$ cat config.mk
export PLATFORM = sky130hd
export DESIGN_NAME = regfile_wb_arbiter
export DESIGN_NICKNAME = d
export VERILOG_FILES = /design/src/rtl/riscv_pkg.sv /design/src/rtl/regfile_wb_fifo.sv /design/src/rtl/regfile_wb_arbiter.sv
export SDC_FILE = /design/constraint.sdc
export NUM_CORES = 1
export LEC_CHECK = 0
export ABC_AREA = 1
export BUFFER_PORTS_ARGS = -buffer_cell sky130_fd_sc_hd__buf_2
export CORE_ASPECT_RATIO = 1.1
export CORE_MARGIN = 8
export CORE_UTILIZATION = 59
export DETAILED_ROUTE_END_ITERATION = 7
export GPL_TIMING_DRIVEN = 0
export PLACE_DENSITY_LB_ADDON = 0.15
export SETUP_SLACK_MARGIN = 0.05
export SYNTH_ARGS = -nofsm -noshare
export SYNTH_HDL_FRONTEND = slang
export SYNTH_SLANG_ARGS = --single-unit
$ cat constraint.sdc
create_clock -name clk -period 5.42 [get_ports clk]
set_input_delay 0.542 -clock clk [delete_from_list [all_inputs] [get_ports clk]]
set_output_delay 0.542 -clock clk [all_outputs]
set_load 0.05 [all_outputs]
$ cat src/rtl/riscv_pkg.sv
// Shared register-file constants and the writeback request bundle.
package riscv_pkg;

  localparam int XLEN       = 32;
  localparam int REG_ADDR_W = 5;

  localparam logic [REG_ADDR_W-1:0] REG_ZERO = 5'd0;

  typedef struct packed {
    logic                  valid;
    logic [REG_ADDR_W-1:0] rd;
    logic [XLEN-1:0]       data;
  } wb_req_t;

endpackage

$ cat src/rtl/regfile_wb_fifo.sv
// Synchronous FIFO of {rd, data} long-latency results; head is visible the cycle after push.
// Caller guarantees no push when full; push and pop may coincide.
module regfile_wb_fifo #(
  parameter int ADDR_W = 5,
  parameter int XLEN   = 32,
  parameter int DEPTH  = 2
) (
  input  logic                       clk,
  input  logic                       rst,
  input  logic                       push,
  input  logic [ADDR_W-1:0]          push_rd,
  input  logic [XLEN-1:0]            push_data,
  input  logic                       pop,
  output logic [ADDR_W-1:0]          head_rd,
  output logic [XLEN-1:0]            head_data,
  output logic [$clog2(DEPTH):0]     count
);

  localparam int PW = $clog2(DEPTH);
  localparam int CW = PW + 1;

  logic [ADDR_W-1:0] rd_mem   [DEPTH];
  logic [XLEN-1:0]   data_mem [DEPTH];
  logic [PW-1:0]     wr_ptr;
  logic [PW-1:0]     rd_ptr;

  always_ff @(posedge clk) begin
    if (push) begin
      rd_mem[wr_ptr]   <= push_rd;
      data_mem[wr_ptr] <= push_data;
    end
  end

  // Power-of-two depth lets the pointers wrap naturally.
  always_ff @(posedge clk) begin
    if (!rst) begin
      wr_ptr <= '0;
      rd_ptr <= '0;
      count  <= '0;
    end else begin
      if (push) wr_ptr <= wr_ptr + PW'(1);
      if (pop)  rd_ptr <= rd_ptr + PW'(1);
      count <= count + CW'(push) - CW'(pop);
    end
  end

  assign head_rd   = rd_mem[rd_ptr];
  assign head_data = data_mem[rd_ptr];

endmodule

$ cat src/rtl/regfile_wb_arbiter.sv
// Shares the RF write port between pipeline writeback (priority) and buffered long-latency results.
// Write port is combinational; lu_ready drops when the result FIFO is full; stall_req flags starvation.
module regfile_wb_arbiter #(
  parameter int XLEN     = riscv_pkg::XLEN,
  parameter int ADDR_W   = riscv_pkg::REG_ADDR_W,
  parameter int DEPTH    = 2,
  parameter int MAX_WAIT = 4
) (
  input  logic              clk,
  input  logic              rst,
  input  logic              wb_valid,
  input  logic [ADDR_W-1:0] wb_rd,
  input  logic [XLEN-1:0]   wb_data,
  input  logic              lu_valid,
  input  logic [ADDR_W-1:0] lu_rd,
  input  logic [XLEN-1:0]   lu_data,
  output logic              lu_ready,
  input  logic              iss_valid,
  input  logic [ADDR_W-1:0] iss_rd,
  input  logic [ADDR_W-1:0] q_rs1,
  input  logic [ADDR_W-1:0] q_rs2,
  input  logic [ADDR_W-1:0] q_rd,
  output logic              busy_rs1,
  output logic              busy_rs2,
  output logic              busy_rd,
  output logic              rf_we,
  output logic [ADDR_W-1:0] rf_a3,
  output logic [XLEN-1:0]   rf_d3,
  output logic              stall_req
);

  import riscv_pkg::*;

  localparam int CW   = $clog2(DEPTH) + 1;
  localparam int WW   = $clog2(MAX_WAIT + 1);
  localparam int NREG = 2 ** ADDR_W;

  logic [CW-1:0]     fifo_count;
  logic [ADDR_W-1:0] head_rd;
  logic [XLEN-1:0]   head_data;
  logic              fifo_ne;
  logic              fifo_push;
  logic              fifo_pop;
  logic              bypass;
  logic              lu_accept;
  wb_req_t           wr;
  logic [NREG-1:0]   busy_q;
  logic [NREG-1:0]   busy_nxt;
  logic [WW-1:0]     wait_cnt;

  regfile_wb_fifo #(
    .ADDR_W (ADDR_W),
    .XLEN   (XLEN),
    .DEPTH  (DEPTH)
  ) u_fifo (
    .clk       (clk),
    .rst       (rst),
    .push      (fifo_push),
    .push_rd   (lu_rd),
    .push_data (lu_data),
    .pop       (fifo_pop),
    .head_rd   (head_rd),
    .head_data (head_data),
    .count     (fifo_count)
  );

  assign fifo_ne   = (fifo_count != '0);
  assign lu_ready  = rst && (fifo_count < CW'(DEPTH));
  assign lu_accept = lu_valid && lu_ready;

  always_comb begin
    wr       = '0;
    fifo_pop = 1'b0;
    bypass   = 1'b0;
    if (rst) begin
      if (wb_valid && wb_rd != REG_ZERO) begin
        wr = '{valid: 1'b1, rd: wb_rd, data: wb_data};
      end else if (fifo_ne) begin
        wr       = '{valid: 1'b1, rd: head_rd, data: head_data};
        fifo_pop = 1'b1;
      end else if (lu_accept && lu_rd != REG_ZERO) begin
        wr     = '{valid: 1'b1, rd: lu_rd, data: lu_data};
        bypass = 1'b1;
      end
    end
  end

  // x0 results are acknowledged but never stored.
  assign fifo_push = lu_accept && (lu_rd != REG_ZERO) && !bypass;

  assign rf_we = wr.valid;
  assign rf_a3 = wr.rd;
  assign rf_d3 = wr.data;

  // Issue after clear so a same-cycle re-issue keeps the register pending.
  always_comb begin
    busy_nxt = busy_q;
    if (fifo_pop || bypass) busy_nxt[wr.rd] = 1'b0;
    if (iss_valid && iss_rd != REG_ZERO) busy_nxt[iss_rd] = 1'b1;
  end

  always_ff @(posedge clk) begin
    if (!rst) busy_q <= '0;
    else      busy_q <= busy_nxt;
  end

  assign busy_rs1 = rst && busy_q[q_rs1];
  assign busy_rs2 = rst && busy_q[q_rs2];
  assign busy_rd  = rst && busy_q[q_rd];

  // A non-empty FIFO that is not popping is, by priority, blocked by wb.
  always_ff @(posedge clk) begin
    if (!rst) begin
      wait_cnt <= '0;
    end else if (!fifo_ne || fifo_pop) begin
      wait_cnt <= '0;
    end else if (wait_cnt != WW'(MAX_WAIT)) begin
      wait_cnt <= wait_cnt + WW'(1);
    end
  end

  assign stall_req = rst && (wait_cnt == WW'(MAX_WAIT));

endmodule
==> reports/summary.txt, run 1 <==
Critical path's most frequent cell - buf_2
DRC - 0
Comb power frac - 21.6%
DR vias - 6,661
Maximum VDD drop - 0.2236 mV
Fraction of layout cells with a size suffix above 1 - 24.79%
Core ar. - 0.01076 mm²
Final wirelength - 19.49 mm
Antenna diode instance count - 0
Setup bufs post-CTS - 0
Crit. Startpoint - wb_rd[0]
Int Power - 1.887 mW
Layout filler cell count - 835
Crit path kind - in2out
Post-synth EDFFs - 74
Seq pwr share - 36.0%
Post-detailed-route count of antenna-violating nets - 0
Cells resized by post-CTS repair - 0
Clock sinks - 114
Die width - 115.6 µm
Slowest cell on crit path - a211oi_1
Leading cell type in the layout, fill and taps excluded - nor2_1
RSZ-0062 raised after global routing - no
Synth Instances - 802
Yosys cell types - 37
Number of vias per cell - 5.953
LEAKAGE - 3.132 nW
Slew HR - 32.25%
Critical Path Sink Type - output port
Commonest non-fill, non-tap cells in the layout - 163 x nor2_1, 151 x buf_2, 137 x nand2_1
Hold Buf Count CTS - 0
Top cells by area in the synthesized netlist - edfxtp_1 35%, dfxtp_1 12%, nor2_1 9.5%, nand2_1 8.0%, o21ai_0 6.7%
Pwr/cell area - 342.2 mW/mm²
Worst EP arrival - 2.29 ns
Global route total overflow - 0
Vias in the first global route - 6,602
DR WL/cell - 17.42 µm
Die Span Y - 125.5 µm
Initial DRC count - 832
R2R Path Start - u_fifo.count[1]$_SDFF_PN0_
Critical Path End - rf_d3[22]
Post-synth top area share - 34.53%
Syn_nets - 905
H-tree Lvls - 4
Top-Level Pins - 142
Clock insertion delay at the later pin of the skew report - 0.42 ns
Power, Total - 2.708 mW
Util after Layout - 73.52%
Synth Flop Type - edfxtp_1
Sequential share of the synthesized area - 46.97%
Reg-to-reg endpoint - u_fifo.data_mem[0][0]$_DFFE_PP_
CTS Buffer Depth - 2
Max-cap viol count - 0
Starting density of the core - 59.81%
Final Cycle Share - 52.16%
Die area - 0.01451 mm²
Synth-to-layout area growth - 22.92%
Status - finished clean
Global-route wire length before repair - 31.34 mm
Worst clock skew - 0.007885 ns
DRT Pass-1 Iters - 7
Max Fclk - 0.3537 GHz
Clock transition at path regs - 0.06 ns
Worst Path Required - 4.88 ns
Area leader, netlist - edfxtp_1
Mapped Area - 0.006436 mm²
Clock Root Buffer - clkbuf_16
Clk pwr share - 42.4%
Worst Setup Start Kind - input pin
NetSw - 0.8209 mW
R2R Setup Slk - 3.19 ns
Worst Tran Pin Value - 1.009 ns
DP HPWL - 13.90 mm
GP Congestion - 0.9884
CP max stage delay - 0.33 ns
Largest net degree at the start of global routing - 39
Slew Viols, Final - 0
Final Hold Vio Count - 0
CP Max Fanout - 10
Post-synthesis register bit count - 114
Initial antenna violation count - 0
Critical-path cell list - buf_2 -> nor2_1 -> nand3_2 -> nand2_4 -> buf_4 -> inv_1 -> buf_2 -> a211oi_1 -> nor2_1 -> buf_2
IO buf count - 138
Total GRT Usage - 27.05%
CTS tree - built
Hold/Removal Path Class - in2reg
Final min period - 2.827 ns
Worst r2r path cells - 7
Num CTS Buffers - 17
Site Rows - 40
Setup violations, final - 0
Synth warn - 0
Nets - 1,062
Sw Share - 30.32%
Final setup TNS - 0 ns
Fraction of registers with async set/reset - 0%
Mean Syn Cell Area - 8.025 µm²
Hold_ws - 0.3304 ns
[cell usage after synthesis, types with 2 or more instances]
library cell,count
nor2_4,6
o221ai_1,14
a21oi_2,18
nand2_2,11
ha_1,4
clkbuf_1,21
xor2_1,2
a21oi_1,31
inv_1,46
dfxtp_1,40
a21oi_4,2
a211oi_1,32
nand3_1,14
buf_2,13
nor2_2,10
nand3_2,3
nand2_1,137
o21ai_0,86
nand3b_1,3
o22ai_1,5
nand2_4,2
o211ai_1,2
buf_4,2
nand4_1,4
o21ai_1,4
inv_2,3
nor3_1,42
edfxtp_1,74
nor2_1,163
[worst max-delay path: cells and delay by family]
| family | cells | cell delay, ns |
|---|---|---|
| buffers and inverters | 5 | 0.85 |
| AOI/OAI and AO/OA | 1 | 0.33 |
| and+or+nand+nor | 4 | 0.56 |
[power groups by stage]
stage                     clock network [mW]  logic (mW)  registers, mW
after CTS                               1.14       0.582          0.975
after detailed placement                   0       0.577          0.992
after floorplan                            0       0.414          0.988
after global placement                     0       0.564          0.991
final                                   1.15       0.586          0.975
after global routing                    1.18       0.634          0.977
[metrics by stage]
| step | std cells | cell area (µm²) | worst slack, ns |
|---|---|---|---|
| final | 1119 | 7911 | 2.593 |
| after global routing | 1119 | 7911 | 2.410 |
| after CTS | 1119 | 7911 | 2.583 |
| after detailed placement | 1087 | 7311 | 2.614 |
| after global placement | 1087 | 7311 | 2.368 |
| after floorplan | 802 | 6436 | 2.804 |
[layout make-up]
class / instances / area, µm² / share of cell area [%]
Buffer: 38 / 173.9 / 2.198
Clock buffer: 20 / 436.7 / 5.520
Clock inverter: 12 / 163.9 / 2.072
Inverter: 50 / 187.7 / 2.372
Multi-Input combinational cell: 600 / 3052 / 38.57
Sequential cell: 114 / 3023 / 38.21
Tap cell: 147 / 183.9 / 2.325
Timing Repair Buffer: 138 / 690.7 / 8.730
[registers in the layout, summed over array words and instances, names as in the netlist, named ones only]
name	flops
busy_q	32
u_fifo.count	2
u_fifo.data_mem	64
u_fifo.rd_mem	10
u_fifo.rd_ptr	1
u_fifo.wr_ptr	1
wait_cnt	3
[worst min path at each step]
| stage | from | to | slack, ns | cells after the start |
|---|---|---|---|---|
| 6_report | lu_data[30] | u_fifo.data_mem[1][30]$_DFFE_PP_ | 0.33 | 1 |
| 5_1_grt | lu_data[20] | u_fifo.data_mem[0][20]$_DFFE_PP_ | 0.32 | 1 |
| 4_1_cts | lu_data[30] | u_fifo.data_mem[1][30]$_DFFE_PP_ | 0.32 | 1 |
| 3_5_place_dp | u_fifo.rd_ptr$_SDFFE_PN0P_ | flop | 0.45 | 1 |
| 3_3_place_gp | u_fifo.rd_ptr$_SDFFE_PN0P_ | flop | 0.44 | 1 |
| 2_1_floorplan | u_fifo.rd_ptr$_SDFFE_PN0P_ | flop | 0.43 | 1 |
[kinds of logic after synthesis]
kind of cell | after synthesis | share of synthesized area, %
AND/OR/NAND/NOR | 399 | 27.51
AO/OA/AOI/OAI | 194 | 18.72
flip-flops | 114 | 46.97
buffers and inverters | 88 | 5.618
adder cells (fa/ha/maj) | 4 | 0.7776
XOR/XNOR | 3 | 0.4083
[metal layers]
layer  global-route usage [%]  part of all wire [%]
met1                    30.91                    37
met2                    45.38                    49
met3                    5.537                   8.1
met4                    15.94                   5.4
met5                        0                     0
No activity file was read; power rests on OpenSTA's default activity.
==> run 2: changes to the inputs <==
CORE_UTILIZATION = 55   (was 59)
clock period = 2.9 ns   (was 5.42 ns; I/O delays follow)
==> reports/summary.txt, run 2 (synthesis gave the netlist of run 1 again) <==
Status - finished clean
Cells resized by post-CTS repair - 0
Largest net degree at the start of global routing - 39
Clock transition at path regs - 0.05 ns
DRT Pass-1 Iters - 5
Global route total overflow - 0
Worst EP arrival - 2.38 ns
Critical Path Sink Type - output port
IO buf count - 138
Initial DRC count - 558
Worst r2r path cells - 7
Starting density of the core - 56.26%
Commonest non-fill, non-tap cells in the layout - 163 x nor2_1, 151 x buf_2, 137 x nand2_1
Nets - 1,062
Cell Count, Final, Fillers Out - 1,123
Largest register by flop count - u_fifo.data_mem
Pwr/cell area - 636.9 mW/mm²
Max Fclk - 0.3740 GHz
Max-cap viol count - 0
Worst clock skew - 0.006049 ns
Core ar. - 0.01144 mm²
Final min period - 2.673 ns
Worst Tran Pin Value - 1.211 ns
DR vias - 6,289
Placed cell count - 1,090
CP Max Fanout - 10
Final setup TNS - 0 ns
Crit path kind - reg2out
CTS Buffer Depth - 2
Synth-to-layout area growth - 23.02%
Max reg flops - 64
LEAKAGE - 3.132 nW
R2R Path Start - u_fifo.count[1]$_SDFF_PN0_
Maximum VDD drop - 0.6242 mV
Slew Viols, Final - 0
Critical Path End - rf_d3[30]
Critical-path cell list - inv_1 -> nand2_2 -> nor2_8 -> nand2_1 -> nor2_2 -> buf_2 -> a211oi_1 -> nor2_1 -> buf_2
Worst Setup Start Kind - flop
Slew HR - 18.66%
Post-detailed-route count of antenna-violating nets - 0
DR WL/cell - 16.98 µm
Setup violations, final - 0
Critical path's most frequent cell - buf_2
Leading cell type in the layout, fill and taps excluded - nor2_1
DRC - 0
Final Cycle Share - 92.19%
H-tree Lvls - 4
Hold Buf Count CTS - 0
CTS tree - built
CP max stage delay - 0.35 ns
Number of vias per cell - 5.600
Clock Root Buffer - clkbuf_16
Die Span Y - 129.5 µm
Fraction of layout cells with a size suffix above 1 - 24.79%
Slowest cell on crit path - dfxtp_1
RSZ-0062 raised after global routing - no
Top-Level Pins - 142
Num CTS Buffers - 17
Final Hold Vio Count - 0
Crit. Startpoint - u_fifo.count[1]$_SDFF_PN0_
Clock insertion delay at the later pin of the skew report - 0.42 ns
Reg-to-reg endpoint - u_fifo.data_mem[1][5]$_DFFE_PP_
Hold_ws - 0.07120 ns
Setup bufs post-CTS - 0
Total GRT Usage - 24.52%
Largest regs - u_fifo.data_mem x64, busy_q x32, u_fifo.rd_mem x10
Clock sinks - 114
DP HPWL - 13.39 mm
Final wirelength - 19.07 mm
Power, Total - 5.043 mW
R2R Setup Slk - 0.61 ns
Die width - 119.1 µm
Hold/Removal Path Class - in2reg
Site Rows - 41
Vias in the first global route - 6,175
Global-route wire length before repair - 30.10 mm
Initial antenna violation count - 0
GP Congestion - 0.9425
Worst Path Required - 2.61 ns
Die area - 0.01542 mm²
## run 2: worst max-delay path, delay by kind of cell (launching register included)
kind                   cells  cell delay, ns
buffers and inverters      3            0.72
AO/OA/AOI/OAI              1            0.10
flip-flops                 1            0.35
AND/OR/NAND/NOR            5            0.79
## run 2: per-layer routing
layer  up-vias  global-route usage (%)  wire (µm)
met2       279                   42.51       9563
met1      2881                   27.31       7443
met5         -                       0          0
li1       3076                       -          -
met4         0                   13.03        719
met3        53                   6.351       1345
## run 2: report_power, final
part	internal, mW	switching, mW
Clock	1.42	0.716
Sequential	1.79	0.0278
Combinational	0.310	0.774
## run 2: area by class of cell
cell class | instances | area, µm²
inverter | 50 | 187.7
sequential | 114 | 3023
fill | 965 | 3522
timing repair buffer | 138 | 690.7
buffer | 38 | 173.9
clock inverter | 12 | 163.9
tap | 150 | 187.7
antenna | 1 | 2.502
multi-input combinational | 600 | 3052
clock buffer | 20 | 436.7
## run 2: through the flow
step	worst slack, ns	util [%]	cell area (µm²)
detailed placement	0.5684	63.94	7315
global route	0.08729	69.19	7915
floorplan	0.7216	-	6436
CTS	0.2141	69.19	7915
global placement	0.05925	63.94	7315
finish	0.2265	69.21	7918
## run 2: worst min path at each step
stage	start	slack (ns)	to	depth (start not counted)
6_report	lu_data[22]	0.07	u_fifo.data_mem[1][22]$_DFFE_PP_	1
5_1_grt	lu_data[23]	0.07	u_fifo.data_mem[0][23]$_DFFE_PP_	1
4_1_cts	lu_data[16]	0.06	u_fifo.data_mem[1][16]$_DFFE_PP_	1
3_5_place_dp	u_fifo.rd_ptr$_SDFFE_PN0P_	0.45	u_fifo.rd_ptr$_SDFFE_PN0P_	1
3_3_place_gp	u_fifo.rd_ptr$_SDFFE_PN0P_	0.44	u_fifo.rd_ptr$_SDFFE_PN0P_	1
2_1_floorplan	lu_data[0]	0.39	u_fifo.data_mem[0][0]$_DFFE_PP_	0
